--- src/rtl/segment_display_driver_pkg.sv ---
// Shared types, display codes and sizing helpers for the 7-segment driver.
package General;

  // Non-numeric digit codes held in the 4-bit display cells
  localparam logic [3:0] Empty = 4'hA;
  localparam logic [3:0] Minus = 4'hB;

  typedef enum logic [1:0] {IDLE, CONVERT, FORMAT, COMMIT} display_state_t;

  // ceil(log2(v)), at least 0
  function automatic int clog2(input int v);
    int r;
    r = 0;
    while ((1 << r) < v) r = r + 1;
    return r;
  endfunction

  // smallest n with 10**n >= v
  function automatic int clog10(input longint v);
    int     r;
    longint p;
    r = 0;
    p = 1;
    while (p < v) begin
      p = p * 10;
      r = r + 1;
    end
    return r;
  endfunction

  // Digits needed to show any Size-bit value; signed adds a sign position
  function automatic int DefaultDigits(input int Size, input int Signed);
    if (Signed != 0)
      return clog10((longint'(1) << (Size - 1)) + 1) + 1;
    return clog10(longint'(1) << Size);
  endfunction

  // Digit code to active-low {DP, g..a}; DP left dark
  function automatic logic [7:0] BCD2ESC(input logic [3:0] d);
    case (d)
      4'd0:    return 8'hC0;
      4'd1:    return 8'hF9;
      4'd2:    return 8'hA4;
      4'd3:    return 8'hB0;
      4'd4:    return 8'h99;
      4'd5:    return 8'h92;
      4'd6:    return 8'h82;
      4'd7:    return 8'hF8;
      4'd8:    return 8'h80;
      4'd9:    return 8'h90;
      Minus:   return 8'hBF;
      default: return 8'hFF;
    endcase
  endfunction

endpackage

--- src/rtl/segment_display_driver_bcd.sv ---
// Serial double-dabble: loads on Start, then one shift-add-3 per clock for
// Size clocks. Done is high for one cycle once the BCD field is final.
module bin2bcd_serial import General::*; #(
  parameter int Size   = 8,
  parameter int Digits = 3
) (
  input  logic                  Clock,
  input  logic                  nReset,
  input  logic                  Start,
  input  logic [Size-1:0]       Bin,
  output logic [4*Digits-1:0]   BCD,
  output logic                  Overflow,
  output logic                  Done
);

  localparam int CW = clog2(Size + 1);

  logic [Size-1:0]     sh;
  logic [CW-1:0]       cnt;
  logic                busy;
  logic [4*Digits-1:0] adj;

  // add 3 to every digit >= 5 ahead of the shift
  always_comb begin
    adj = BCD;
    for (int i = 0; i < Digits; i++)
      if (BCD[4*i +: 4] >= 4'd5) adj[4*i +: 4] = BCD[4*i +: 4] + 4'd3;
  end

  // shift binary MSB into the BCD field; anything leaving the top is overflow
  always_ff @(posedge Clock or negedge nReset) begin
    if (!nReset) begin
      sh       <= '0;
      BCD      <= '0;
      Overflow <= 1'b0;
      cnt      <= '0;
      busy     <= 1'b0;
    end else if (Start) begin
      sh       <= Bin;
      BCD      <= '0;
      Overflow <= 1'b0;
      cnt      <= CW'(Size);
      busy     <= 1'b1;
    end else if (busy) begin
      if (cnt != '0) begin
        BCD      <= {adj[4*Digits-2:0], sh[Size-1]};
        Overflow <= Overflow | adj[4*Digits-1];
        sh       <= sh << 1;
        cnt      <= cnt - 1'b1;
      end else begin
        busy <= 1'b0;
      end
    end
  end

  assign Done = busy && (cnt == '0);

endmodule

--- src/rtl/segment_display_driver_tick.sv ---
// Divide-by-N strobe: one-cycle Pulse every N clocks.
module SelectNPulse import General::*; #(
  parameter int N = 4
) (
  input  logic Clock,
  input  logic nReset,
  output logic Pulse
);

  localparam int CW = (N > 1) ? clog2(N) : 1;

  logic [CW-1:0] cnt;

  // count 0..N-1 and strobe on wrap
  always_ff @(posedge Clock or negedge nReset) begin
    if (!nReset) begin
      cnt   <= '0;
      Pulse <= 1'b0;
    end else if (cnt == CW'(N - 1)) begin
      cnt   <= '0;
      Pulse <= 1'b1;
    end else begin
      cnt   <= cnt + 1'b1;
      Pulse <= 1'b0;
    end
  end

endmodule

--- src/rtl/segment_display_driver.sv ---
// Multiplexed common-anode 7-segment driver: handshake in, serial BCD
// conversion, sign/blank/dot formatting, digit scan and PWM dimming.
module segment_display_driver import General::*; #(
  parameter int Size           = 8,
  parameter int Signed         = 0,
  parameter int Digits         = 3,
  parameter int ClockPeriod_ns = 20,
  parameter int RefreshTime_ns = 20_000,
  parameter int BrightnessBits = 4
) (
  input  logic                        Clock,
  input  logic                        nReset,
  input  logic                        Valid,
  output logic                        Ready,
  input  logic [Size-1:0]             Data,
  input  logic [clog2(Digits+1)-1:0]  DotPos,
  input  logic                        BlankZeros,
  input  logic [BrightnessBits-1:0]   Brightness,
  output logic [Digits-1:0]           Indicators,
  output logic [7:0]                  Segments
);

  localparam int DW       = clog2(Digits + 1);
  localparam int IW       = (Digits > 1) ? clog2(Digits) : 1;
  localparam int MAGD     = (Signed != 0) ? Digits - 1 : Digits;
  localparam int PS_RAW   = RefreshTime_ns / ClockPeriod_ns / Digits;
  localparam int PRESCALE = (PS_RAW < 1) ? 1 : PS_RAW;

  display_state_t          state;
  logic [DW-1:0]           dot_q, dot_disp, fdot;
  logic                    blank_q, neg_q;
  logic [Digits-1:0][3:0]  disp_q, fdig;
  logic                    start, neg_in, ovf, lead;
  logic [Size-1:0]         mag;
  logic [4*Digits-1:0]     bcd;
  logic                    eng_ovf, eng_done;
  int                      msd;
  logic [IW-1:0]           idx;
  logic [BrightnessBits-1:0] pwm_cnt, bright_q;
  logic                    lit;
  logic [7:0]              cur_seg;

  // accept only from IDLE; negative inputs convert as their magnitude
  assign start  = (state == IDLE) && Valid;
  assign neg_in = (Signed != 0) && Data[Size-1];
  assign mag    = neg_in ? (~Data + 1'b1) : Data;

  bin2bcd_serial #(.Size(Size), .Digits(Digits)) u_bcd (
    .Clock    (Clock),
    .nReset   (nReset),
    .Start    (start),
    .Bin      (mag),
    .BCD      (bcd),
    .Overflow (eng_ovf),
    .Done     (eng_done)
  );

  // overflow, sign and leading-zero rules applied to the held BCD result
  always_comb begin
    fdig = '0;
    msd  = 0;
    lead = blank_q;
    ovf  = eng_ovf;
    if (Signed != 0) ovf = eng_ovf || (bcd[4*Digits-1 -: 4] != 4'd0);
    for (int i = 0; i < Digits; i++) fdig[i] = bcd[4*i +: 4];
    if (Signed != 0) fdig[Digits-1] = Empty;
    // blank from the left; digit 0 and the dotted digit always stay
    for (int i = MAGD - 1; i >= 1; i--) begin
      if (lead && fdig[i] == 4'd0 && dot_q != DW'(i + 1)) fdig[i] = Empty;
      else lead = 1'b0;
    end
    for (int i = 0; i < MAGD; i++)
      if (fdig[i] != Empty) msd = i;
    // minus sits just left of the most significant shown digit
    if ((Signed != 0) && neg_q)
      for (int i = 1; i < Digits; i++)
        if (i == msd + 1) fdig[i] = Minus;
    fdot = dot_q;
    if (ovf) begin
      for (int i = 0; i < Digits; i++) fdig[i] = Minus;
      fdot = '0;
    end
  end

  // control FSM; the display register only moves on FORMAT->COMMIT, so the
  // scan never shows a half-updated value and Ready rises one cycle later
  always_ff @(posedge Clock or negedge nReset) begin
    if (!nReset) begin
      state    <= IDLE;
      Ready    <= 1'b1;
      dot_q    <= '0;
      blank_q  <= 1'b0;
      neg_q    <= 1'b0;
      disp_q   <= {Digits{Empty}};
      dot_disp <= '0;
    end else begin
      case (state)
        IDLE: if (Valid) begin
          dot_q   <= DotPos;
          blank_q <= BlankZeros;
          neg_q   <= neg_in;
          Ready   <= 1'b0;
          state   <= CONVERT;
        end
        CONVERT: if (eng_done) state <= FORMAT;
        FORMAT: begin
          disp_q   <= fdig;
          dot_disp <= fdot;
          state    <= COMMIT;
        end
        default: begin
          Ready <= 1'b1;
          state <= IDLE;
        end
      endcase
    end
  end

  generate
    if (Digits > 1) begin : g_scan
      logic tick;
      SelectNPulse #(.N(PRESCALE)) u_tick (
        .Clock  (Clock),
        .nReset (nReset),
        .Pulse  (tick)
      );
      // advance the scanned digit on each tick, wrapping at the top
      always_ff @(posedge Clock or negedge nReset) begin
        if (!nReset)   idx <= '0;
        else if (tick) idx <= (idx == IW'(Digits - 1)) ? '0 : idx + 1'b1;
      end
    end else begin : g_noscan
      assign idx = '0;
    end
  endgenerate

  // free-running PWM; brightness only changes at the period boundary
  always_ff @(posedge Clock or negedge nReset) begin
    if (!nReset) begin
      pwm_cnt  <= '0;
      bright_q <= '0;
    end else begin
      pwm_cnt <= pwm_cnt + 1'b1;
      if (pwm_cnt == '0) bright_q <= Brightness;
    end
  end

  assign lit = pwm_cnt < bright_q;

  // segment pattern for the scanned digit, DP lit when it carries the dot
  always_comb begin
    cur_seg = BCD2ESC(disp_q[idx]);
    if (int'(dot_disp) == int'(idx) + 1) cur_seg[7] = 1'b0;
  end

  // registered pin drivers; dark phase forces everything off
  always_ff @(posedge Clock or negedge nReset) begin
    if (!nReset) begin
      Indicators <= '1;
      Segments   <= 8'hFF;
    end else if (lit) begin
      Indicators <= ~(Digits'(1) << idx);
      Segments   <= cur_seg;
    end else begin
      Indicators <= '1;
      Segments   <= 8'hFF;
    end
  end

endmodule

--- config.mk ---
export PLATFORM = sky130hd
export DESIGN_NAME = segment_display_driver
export DESIGN_NICKNAME = d
export VERILOG_FILES = /design/src/rtl/segment_display_driver_pkg.sv /design/src/rtl/segment_display_driver_bcd.sv /design/src/rtl/segment_display_driver_tick.sv /design/src/rtl/segment_display_driver.sv
export SDC_FILE = /design/constraint.sdc
export NUM_CORES = 1
export LEC_CHECK = 0
export CAP_MARGIN = 10
export CORE_AREA = 4 4 104 106
export DETAILED_ROUTE_END_ITERATION = 6
export DIE_AREA = 0 0 108 110
export HOLD_SLACK_MARGIN = 0.08
export PLACE_DENSITY = 0.57
export SLEW_MARGIN = 20
export SYNTH_ARGS = -nofsm -noshare
export SYNTH_HDL_FRONTEND = slang
export SYNTH_SLANG_ARGS = --single-unit
--- constraint.sdc ---
create_clock -name Clock -period 1.76 [get_ports Clock]
set_input_delay 0.352 -clock Clock [delete_from_list [all_inputs] [get_ports Clock]]
set_output_delay 0.352 -clock Clock [all_outputs]
set_load 0.005 [all_outputs]
---- Yosys cells after proc, flatten, opt, wreduce, memory -nomap -nowiden ----
Memory sizes are Yosys's and may differ from the RTL's.
Index checks and enable logic that the tools add are counted.
Widths: inputs -> output; s select.
cells by class
  reductions and logical operators ........ 19
  shift-type cells ........................ 1
  equal/unequal tests ..................... 9
  $mul .................................... 0
  bitwise logic cells ..................... 3
  div/mod/pow operators ................... 0
  $lt $le $gt $ge ......................... 5
  add/subtract/negate cells ............... 8
  muxes and demuxes ....................... 36
operators with widths
  operator             number
  $mux 12              4
  $mux 4               9
  $mux 8               4
  $logic_not 4->1      4
  $add 4x2->4 const B  3
  $ge 4x3->1 const B   3
  $mux 1               10
  $add 9x1->9 const B  1
  $eq 9x9->1 const B   1
  $mux 9               1
  $bmux 4 s2           1
  $mux 2               4
  $ne 2x2->1 const B   4
  $reduce_and 2->1     4
  $logic_and 1x1->1    6
  $pmux 2 s3           1
  $add 4x1->4 const B  1
  $eq 2x2->1 const B   2
  $lt 4x4->1           1
  $reduce_bool 2->1    2
  $reduce_bool 4->1    1
  $sub 4x1->4 const B  1
  $add 2x1->3 const B  1
  $eq 2x3->1           1
  other kinds (11)     11
storage, ports and cells
  output and inout bits ................... 12
  bits in latches ......................... 0
  bits of input ports ..................... 18
  ROM bits ................................ 112
  register bits ........................... 77
  memories ................................ 1
  bits in writable memories ............... 0
memories
  name             depth  width  rd ports  clocked after memory_dff  wr ports  line                              RTL
  (no name shown)  16     7      1         0                         0         segment_display_driver_pkg.sv:40  case (d)

---- Depth between registers and ports, before layout ----
Gate-level depths: netlist of run 1.
  depth in word-level cells ............... 8
  mapped depth ............................ 8

---- Hierarchy ----
From an unflattened synthesis of run 1, not the netlist that was laid out.
unflattened totals
  cell total of the unflattened synthesis .. 367
  area, all modules ....................... 3983.8 um2
by module, submodules not included
  module                  area each (um2)  sequential area each (um2)  cells an instance  times used
  segment_display_driver  2080.7           1048.5                      180                1
  bin2bcd_serial          1440.1           650.6                       146                1
  SelectNPulse            462.9            250.2                       41                 1

---- Worst setup path before layout of run 1 ----
Ideal clock, no wire load.
  path kind ............................... register to register
  start ................................... reg idx[1]
  end ..................................... reg Segments[3]
  arrival time ............................ 1.746 ns
  period minus slack after synthesis ...... 1.819 ns
  buffers on the path ..................... 1
  path slack .............................. -0.059 ns
  stages on the path, launching flop included .. 9
  data required time ...................... 1.687 ns
  cell sequence ........................... dfrtp_1 -> buf_2 -> mux2i_1 -> o2bb2ai_1 -> inv_2 -> ha_1 -> inv_1 -> mux2i_1 -> a21oi_1
on the way
  word-level cells in the longest chain between the ends .. 4
ends and longest elaborated chain
  what                          line                           RTL
  start, declared               segment_display_driver.sv:38   logic [IW-1:0] idx;
  start signal, assigned        segment_display_driver.sv:130  else if (tick) idx <= (idx == IW'(Digits - 1)) ? '0 : idx + 1'b1;
  $bmux 4 s2                    segment_display_driver.sv:152  cur_seg = BCD2ESC(disp_q[idx]);
  $mux 4 (not written as such)  segment_display_driver.sv:152
  $mem_v2 16x7                  -
  $mux 8                        segment_display_driver.sv:161  end else if (lit) begin
  end signal, assigned          segment_display_driver.sv:163  Segments <= cur_seg;
  end, declared                 segment_display_driver.sv:20   output logic [7:0] Segments
Every way passes these cells. The select of a mux whose other input is x is not followed.
A chain may end at the register's enable or synchronous reset.

---- Worst setup path in the final report of run 1 ----
  start ................................... reg Ready
  end ..................................... out Ready
RTL lines
  what                    line                           RTL
  start, declared         segment_display_driver.sv:14   output logic Ready,
  start signal, assigned  segment_display_driver.sv:90   Ready <= 1'b1;
  start signal, assigned  segment_display_driver.sv:102  Ready <= 1'b0;
  start signal, assigned  segment_display_driver.sv:112  Ready <= 1'b1;
No word-level cell between the ends.

==> PnR_summary.wiki, run 1 <==
{| class="wikitable"
! Metric !! Value
|-
| Maximum achievable frequency || 585 MHz
|-
| Master of the slowest instance on the critical path || sky130_fd_sc_hd__dfstp_2
|-
| Worst setup skew after layout || 0.0158 ns
|-
| Run status || finished, final reports clean
|-
| Required time of the worst setup path || 1.41 ns
|-
| Capture instance of the worst register-to-register path || Segments[4]
|-
| Crit path largest cell delay || 0.53 ns
|-
| CTS tree || yes
|-
| Main area contributors after synthesis || sky130_fd_sc_hd__dfrtp_1 38%, sky130_fd_sc_hd__dfstp_2 12%, sky130_fd_sc_hd__ha_1 10%
|-
| Synthesized instance count || 402
|-
| Leak Pwr || 2.20 nW
|-
| TritonCTS buffer count || 9
|-
| Antenna diode instance count || 0
|-
| Area delta synth->final || 23.6%
|-
| Clock network latency to the later pin of the worst-skew pair || 0.35 ns
|-
| Beginning of the worst register-to-register path || idx[1]
|-
| Initial Utilization || 40.0%
|-
| Iteration count of the initial detailed-routing pass || 4
|-
| Largest fanout on the critical path || 2
|-
| Cell at the root of the clock tree || sky130_fd_sc_hd__clkbuf_8
|-
| Flop and latch count out of synthesis || 77
|-
| Final weighted congestion in routability-driven placement || 0.742
|-
| Area of the core || 9770 um2
|-
| Die Y || 110 um
|-
| Number of port buffers || 29
|-
| Sequential share of the synthesized area || 49.9%
|-
| Fill cell total of the finished layout || 916
|-
| Number of remaining DRC errors || 0
|-
| Largest net degree at the start of global routing || 78
|-
| Worst setup endpoint || Ready
|-
| Final Hold Vio Count || 0
|-
| Number of instances on the worst hold path || 2
|-
| Number of flops mapped to enable cells by yosys || 0
|-
| Number of placed cells counting well taps || 568
|-
| Via count || 2826
|-
| Setup slack, reg-to-reg || 0.09 ns
|-
| Worst setup SP type || register
|-
| Distinct cells, synth || 45
|-
| DIE AREA || 11900 um2
|-
| Number of DRC violations after detailed-routing iteration 0 || 99
|-
| Horizontal extent of the die || 108 um
|-
| Min Tclk post-route || 1.71 ns
|-
| Routed wire per std cell || 12.1 um
|-
| Setup violation total in the final timing report || 0
|-
| Number of global-route vias before repair || 2881
|-
| Buffers plus inverters on the worst setup path || 1
|-
| Overflow left after global routing || 0
|-
| Worst-case setup slack after placement || -0.0344 ns
|-
| Number of antenna-violating nets in the routed design || 0
|-
| Number of cells traversed by the worst register-to-register path || 5
|-
| Reported max-cap violation count || 0
|-
| Relative max-transition margin || 69.1%
|-
| Proportion of layout cells with a drive suffix above 1 || 16.9%
|-
| Number of rows in the core area || 36
|-
| Cell accounting for the most synthesized area || sky130_fd_sc_hd__dfrtp_1
|-
| Drt via density || 4.80
|-
| Clock edge transition at the registers on the reported setup and hold paths || 0.07 ns
|-
| Net count of the mapped netlist || 452
|-
| Top-count cell post-synth || sky130_fd_sc_hd__dfrtp_1
|-
| Peak ir drop on the vdd network || 695 uV
|-
| Cell-by-cell listing of the critical path || clkdlybuf4s50_1
|-
| Post-synthesis area per instance || 9.72 um2
|-
| Final Core Density || 49.4%
|-
| Worst slew pin tran || 0.464 ns
|-
| Start-to-end type of the worst setup path || register to output pin
|-
| PD cells || 1550 nW/um2
|-
| Maximum level of the CTS H-tree || 3
|-
| Global-route total usage across every layer || 13.4%
|-
| Count of non-filler cells in the finished layout || 589
|-
| Worst Hold Class || register to register
|-
| Total Nets Final || 501
|-
| # clock sinks || 77
|-
| Crit. path cell count || 1
|-
| Final routed wirelength across all metal layers || 7130 um
|-
| Async SR Flop Fraction || 100%
|-
| IO Pins || 30
|-
| Tcrit/Tclk final || 97.1%
|-
| Delay-heaviest family, CP || flip-flops
|-
| Prevailing post-synth register cell || sky130_fd_sc_hd__dfrtp_1
|-
| Synthesis warning total || 0
|-
| CP Launch Point || Ready
|-
| Post-route setup slack || 0.0514 ns
|-
| Post-synth top cells || 59 x sky130_fd_sc_hd__dfrtp_1, 57 x sky130_fd_sc_hd__nand2_1, 43 x sky130_fd_sc_hd__nor2_1
|-
| Detailed Place HPWL || 4870 um
|-
| Power Total || 0.00749 W
|-
| Worst path arrival time || 1.36 ns
|-
| Number of buffers on the longest clock path || 2
|-
| Worst hold margin || 0.482 ns
|-
| Antenna violations before repair || 0
|-
| Share of the synthesized area in the top cell type || 37.8%
|-
| Endpoint type of the worst setup path || output pin
|-
| Cell area after synthesis || 3910 um2
|-
| First-pass GRT wire length || 12800 um
|-
| Number of max-slew violations in the final report || 0
|}
[registers in the layout, indices dropped and copies added, names as in the netlist, 4 cells and up]
name	count
g_scan.u_tick.cnt	9
u_bcd.BCD	12
pwm_cnt	4
Segments	8
u_bcd.cnt	4
disp_q	12
u_bcd.sh	8
bright_q	4
[tightest hold or removal path, delay by kind of cell (launching register included)]
family / cells / cell delay [ns]
DFF: 1 / 0.35
and+or+nand+nor: 2 / 0.10
[worst min path at each step]
| stage | from | end | slack [ns] |
|---|---|---|---|
| final | blank_q | blank_q | 0.48 |
| after global routing | Brightness[3] | bright_q[3] | 0.53 |
| after CTS | blank_q | blank_q | 0.49 |
| after detailed placement | nReset | bright_q[1] | 0.42 |
| after global placement | nReset | bright_q[1] | 0.42 |
| after floorplan | nReset | blank_q | 0.06 |
[area by class of cell]
class                      instances  area (um2)  share of cell area [%]
sequential                        77        1950                    40.4
multi-input combinational        282        1860                    38.5
timing repair buffer              52         514                    10.7
tap                              133         166                    3.45
clock buffer                      13         159                    3.29
inverter                          29         109                    2.25
clock inverter                     3        68.8                    1.43
[metal layers]
layer / global-route usage [%] / vias up / wire, um
li1: - / 1435 / -
met1: 17.1 / 1336 / 3390
met2: 22.1 / 43 / 3330
met3: 3.79 / 12 / 311
met4: 4.33 / 0 / 102
met5: 0 / - / 0
[through the flow]
step	cell area (um2)	TNS [ns]
final	4830	0
after global routing	4830	-0.00370
after CTS	4720	0
after detailed placement	4480	-0.0661
after global placement	4480	0
after floorplan	3910	0
[cell families after synthesis]
kind of cell	count (synthesis)	synth area share (%)
fa+ha+maj	32	10.2
compound gates	81	12.0
simple gates	142	17.0
mux	10	2.75
flops	77	49.9
buf+inv	43	4.23
xor+xnor	17	3.81
[cell usage in the layout (no fill, tap or decap), types with 3 or more instances in the layout]
cell,synthesis,routed
sky130_fd_sc_hd__a211oi_1,4,3
sky130_fd_sc_hd__a21oi_1,33,28
sky130_fd_sc_hd__a21oi_2,0,3
sky130_fd_sc_hd__a31oi_1,9,9
sky130_fd_sc_hd__buf_12,0,3
sky130_fd_sc_hd__buf_4,0,17
sky130_fd_sc_hd__clkbuf_8,0,11
sky130_fd_sc_hd__clkdlybuf4s50_1,0,22
sky130_fd_sc_hd__dfrtp_1,59,58
sky130_fd_sc_hd__dfstp_2,18,18
sky130_fd_sc_hd__dlymetal6s2s_1,0,6
sky130_fd_sc_hd__ha_1,32,31
sky130_fd_sc_hd__inv_1,27,27
sky130_fd_sc_hd__mux2i_1,7,6
sky130_fd_sc_hd__nand2_1,57,57
sky130_fd_sc_hd__nand2b_1,8,7
sky130_fd_sc_hd__nand3_1,7,7
sky130_fd_sc_hd__nand3b_1,5,5
sky130_fd_sc_hd__nand4_1,3,3
sky130_fd_sc_hd__nor2_1,43,42
sky130_fd_sc_hd__nor3_1,3,3
sky130_fd_sc_hd__o21ai_0,10,10
sky130_fd_sc_hd__o21ai_1,15,15
sky130_fd_sc_hd__xnor2_1,10,10
sky130_fd_sc_hd__xor2_1,7,7
[what timing repair did]
| action | CTS | global route |
|---|---|---|
| hold buffers | 1 | 0 |
| pin swaps | 0 | 2 |
| buffers inserted | 0 | 3 |
| setup endpoints to repair | 2 | 32 |
| gates cloned | 0 | 1 |
| hold endpoints to repair | 59 | 0 |
| gates resized for setup | 1 | 21 |
[power breakdown]
| part | internal (W) | switching, W | leakage [nW] |
|---|---|---|---|
| sequential | 0.00247 | 0.000483 | 0.921 |
| combinational | 0.00144 | 0.00158 | 1.16 |
| clock | 0.000881 | 0.000624 | 0.114 |
| total | 0.00480 | 0.00269 | 2.20 |
(Power assumes the default switching activity.)
==> run 2, diff against run 1 <==
MAX_ROUTING_LAYER = met4   (was not set)
==> PnR_summary.wiki, run 2 (synthesis results as in run 1) <==
{| class="wikitable"
! Metric !! Value
|-
| Worst slew pin tran || 0.459 ns (-0.00461 ns)
|-
| Capture instance of the worst register-to-register path || Segments[4]
|-
| Reported max-cap violation count || 0 (unchanged)
|-
| Iteration count of the initial detailed-routing pass || 4 (unchanged)
|-
| Run status || finished, final reports clean
|-
| Tcrit/Tclk final || 97.2% (+0.16 points)
|-
| Number of antenna-violating nets in the routed design || 0 (unchanged)
|-
| Count of non-filler cells in the finished layout || 589 (unchanged)
|-
| Clock edge transition at the registers on the reported setup and hold paths || 0.07 ns (about the same)
|-
| Antenna diode instance count || 0 (unchanged)
|-
| Worst path arrival time || 1.36 ns (about the same)
|-
| Worst setup SP type || register
|-
| Peak ir drop on the vdd network || 694 uV (about the same)
|-
| Top sig layer || met4
|-
| Maximum achievable frequency || 584 MHz (-0.17%)
|-
| Overflow left after global routing || 0 (unchanged)
|-
| Initial Utilization || 40.0% (unchanged)
|-
| Endpoint type of the worst setup path || output pin
|-
| Relative max-transition margin || 69.4% (+0.31 points)
|-
| Start-to-end type of the worst setup path || register to output pin
|-
| DRT met1 WL || 3390 um (about the same)
|-
| # clock sinks || 77 (unchanged)
|-
| Total negative setup slack || 0 ns (unchanged)
|-
| Beginning of the worst register-to-register path || idx[1]
|-
| Routed length on met3 || 339 um (+9.0%)
|-
| Total Nets Final || 501 (unchanged)
|-
| Via count || 2833 (+0.25%)
|-
| Most frequent standard cell in the layout excluding fill and tap cells || sky130_fd_sc_hd__dfrtp_1
|-
| Setup violation total in the final timing report || 0 (unchanged)
|-
| Worst Hold Class || register to register
|-
| Detailed Place HPWL || 4870 um (unchanged)
|-
| Worst-case setup slack after placement || -0.0344 ns (unchanged)
|-
| First-pass GRT wire length || 12800 um (about the same)
|-
| Cell-by-cell listing of the critical path || clkdlybuf4s50_1
|-
| Placed Area || 4480 um2 (unchanged)
|-
| CP Launch Point || Ready
|-
| Biggest registers after layout || disp_q (12), u_bcd.BCD (12), g_scan.u_tick.cnt (9)
|-
| Largest fanout on the critical path || 2 (unchanged)
|-
| Worst setup skew after layout || 0.0158 ns (+0.0000488 ns)
|-
| Area of the core || 9770 um2 (unchanged)
|-
| Worst setup endpoint || Ready
|-
| Number of port buffers || 29 (unchanged)
|-
| PD cells || 1550 nW/um2 (about the same)
|-
| TritonCTS buffer count || 9 (unchanged)
|-
| Global-route total usage across every layer || 13.8% (+0.43 points)
|-
| Maximum level of the CTS H-tree || 3 (unchanged)
|-
| Cell at the root of the clock tree || sky130_fd_sc_hd__clkbuf_8
|-
| Setup slack, reg-to-reg || 0.09 ns (about the same)
|-
| Master of the slowest instance on the critical path || sky130_fd_sc_hd__dfstp_2
|-
| Area delta synth->final || 23.6% (unchanged)
|-
| Buffers plus inverters on the worst setup path || 1 (unchanged)
|-
| Die Y || 110 um (unchanged)
|-
| Number of placed cells counting well taps || 568 (unchanged)
|-
| Post-route setup slack || 0.0486 ns (-0.00283 ns)
|-
| CTS tree || yes
|-
| Min Tclk post-route || 1.71 ns (+0.00283 ns)
|-
| Horizontal extent of the die || 108 um (unchanged)
|-
| Final Hold Vio Count || 0 (unchanged)
|-
| Area of combinational cells with multiple inputs || 1860 um2 (unchanged)
|-
| Crit path largest cell delay || 0.53 ns (about the same)
|-
| FF/Latch Area || 1950 um2 (unchanged)
|-
| IO Pins || 30 (unchanged)
|-
| Final routed wirelength across all metal layers || 7150 um (+0.20%)
|-
| Drt via density || 4.81 (+0.25%)
|-
| Final weighted congestion in routability-driven placement || 0.752 (+1.3%)
|-
| Number of cells traversed by the worst register-to-register path || 5 (unchanged)
|-
| Fill cell total of the finished layout || 916 (unchanged)
|-
| Number of global-route vias before repair || 2881 (unchanged)
|-
| Required time of the worst setup path || 1.41 ns (about the same)
|-
| Largest net degree at the start of global routing || 78 (unchanged)
|-
| Number of remaining DRC errors || 0 (unchanged)
|-
| Commonest cells after routing, fill and taps aside || 58 x sky130_fd_sc_hd__dfrtp_1, 57 x sky130_fd_sc_hd__nand2_1, 42 x sky130_fd_sc_hd__nor2_1, 31 x sky130_fd_sc_hd__ha_1, 28 x sky130_fd_sc_hd__a21oi_1
|-
| Number of DRC violations after detailed-routing iteration 0 || 88 (-11%)
|-
| Crit. path cell count || 1 (unchanged)
|-
| Number of max-slew violations in the final report || 0 (unchanged)
|-
| Met2 routed WL || 3320 um (-0.33%)
|-
| Antenna violations before repair || 0 (unchanged)
|-
| Post-route standard cell area excluding fillers || 4830 um2 (unchanged)
|-
| DIE AREA || 11900 um2 (unchanged)
|-
| Delay-heaviest family, CP || flip-flops
|-
| Leak Pwr || 2.20 nW (unchanged)
|-
| Clock network latency to the later pin of the worst-skew pair || 0.35 ns (about the same)
|-
| Routed wire per std cell || 12.1 um (+0.20%)
|-
| Proportion of layout cells with a drive suffix above 1 || 16.9% (unchanged)
|-
| Number of rows in the core area || 36 (unchanged)
|-
| Number of buffers on the longest clock path || 2 (unchanged)
|}
[run 2: worst register-to-register path, cell delays in order, from the launching register on]
cell and delay, ns:
sky130_fd_sc_hd__dfrtp_2 0.44, sky130_fd_sc_hd__buf_4 0.17, sky130_fd_sc_hd__mux2_4 0.31, sky130_fd_sc_hd__a22oi_4 0.19, sky130_fd_sc_hd__mux2_1 0.34, sky130_fd_sc_hd__a22oi_1 0.16
[run 2: timing repair]
| item | CTS | global route |
|---|---|---|
| gates cloned | 0 | 1 |
| resized for setup | 1 | 21 |
| setup endpoints to repair | 2 | 32 |
| endpoints found under the hold margin | 59 | 0 |
| buffers inserted | 0 | 3 |
| pin swaps | 0 | 2 |
| hold buffers | 1 | 0 |
[run 2: stage by stage]
step | hold slack, ns | utilization [%] | total power [W]
after detailed placement | 0.418 | 45.8 | 0.00587
after global placement | 0.423 | 45.8 | 0.00581
final | 0.482 | 49.4 | 0.00749
after floorplan | 0.0564 | - | 0.00492
after global routing | 0.529 | 49.4 | 0.00821
after CTS | 0.486 | 48.3 | 0.00741
[run 2: worst min path at each step]
| stage | startpoint | to | cells past startpoint |
|---|---|---|---|
| after floorplan | nReset | blank_q | 0 |
| after global placement | nReset | bright_q[1] | 2 |
| after global routing | Brightness[3] | bright_q[3] | 3 |
| after CTS | blank_q | blank_q | 2 |
| after detailed placement | nReset | bright_q[1] | 2 |
| final | blank_q | blank_q | 2 |
[run 2: area by class of cell]
cell class / count / area share (%)
Tap cell: 133 / 3.45
Sequential cell: 77 / 40.4
Clock inverter: 3 / 1.43
Clock buffer: 13 / 3.29
Inverter: 29 / 2.25
Timing Repair Buffer: 52 / 10.7
Multi-Input combinational cell: 282 / 38.5
[run 2: where the power goes]
group	switching, W	internal, W
clock network	0.000625	0.000881
registers	0.000483	0.00247
logic	0.00159	0.00144
[run 2: per-layer routing]
layer / vias to the layer above / global-route usage, %
li1: 1437 / -
met2: 46 / 22.2
met5: - / -
met1: 1339 / 17.1
met3: 11 / 3.96
met4: 0 / 4.33
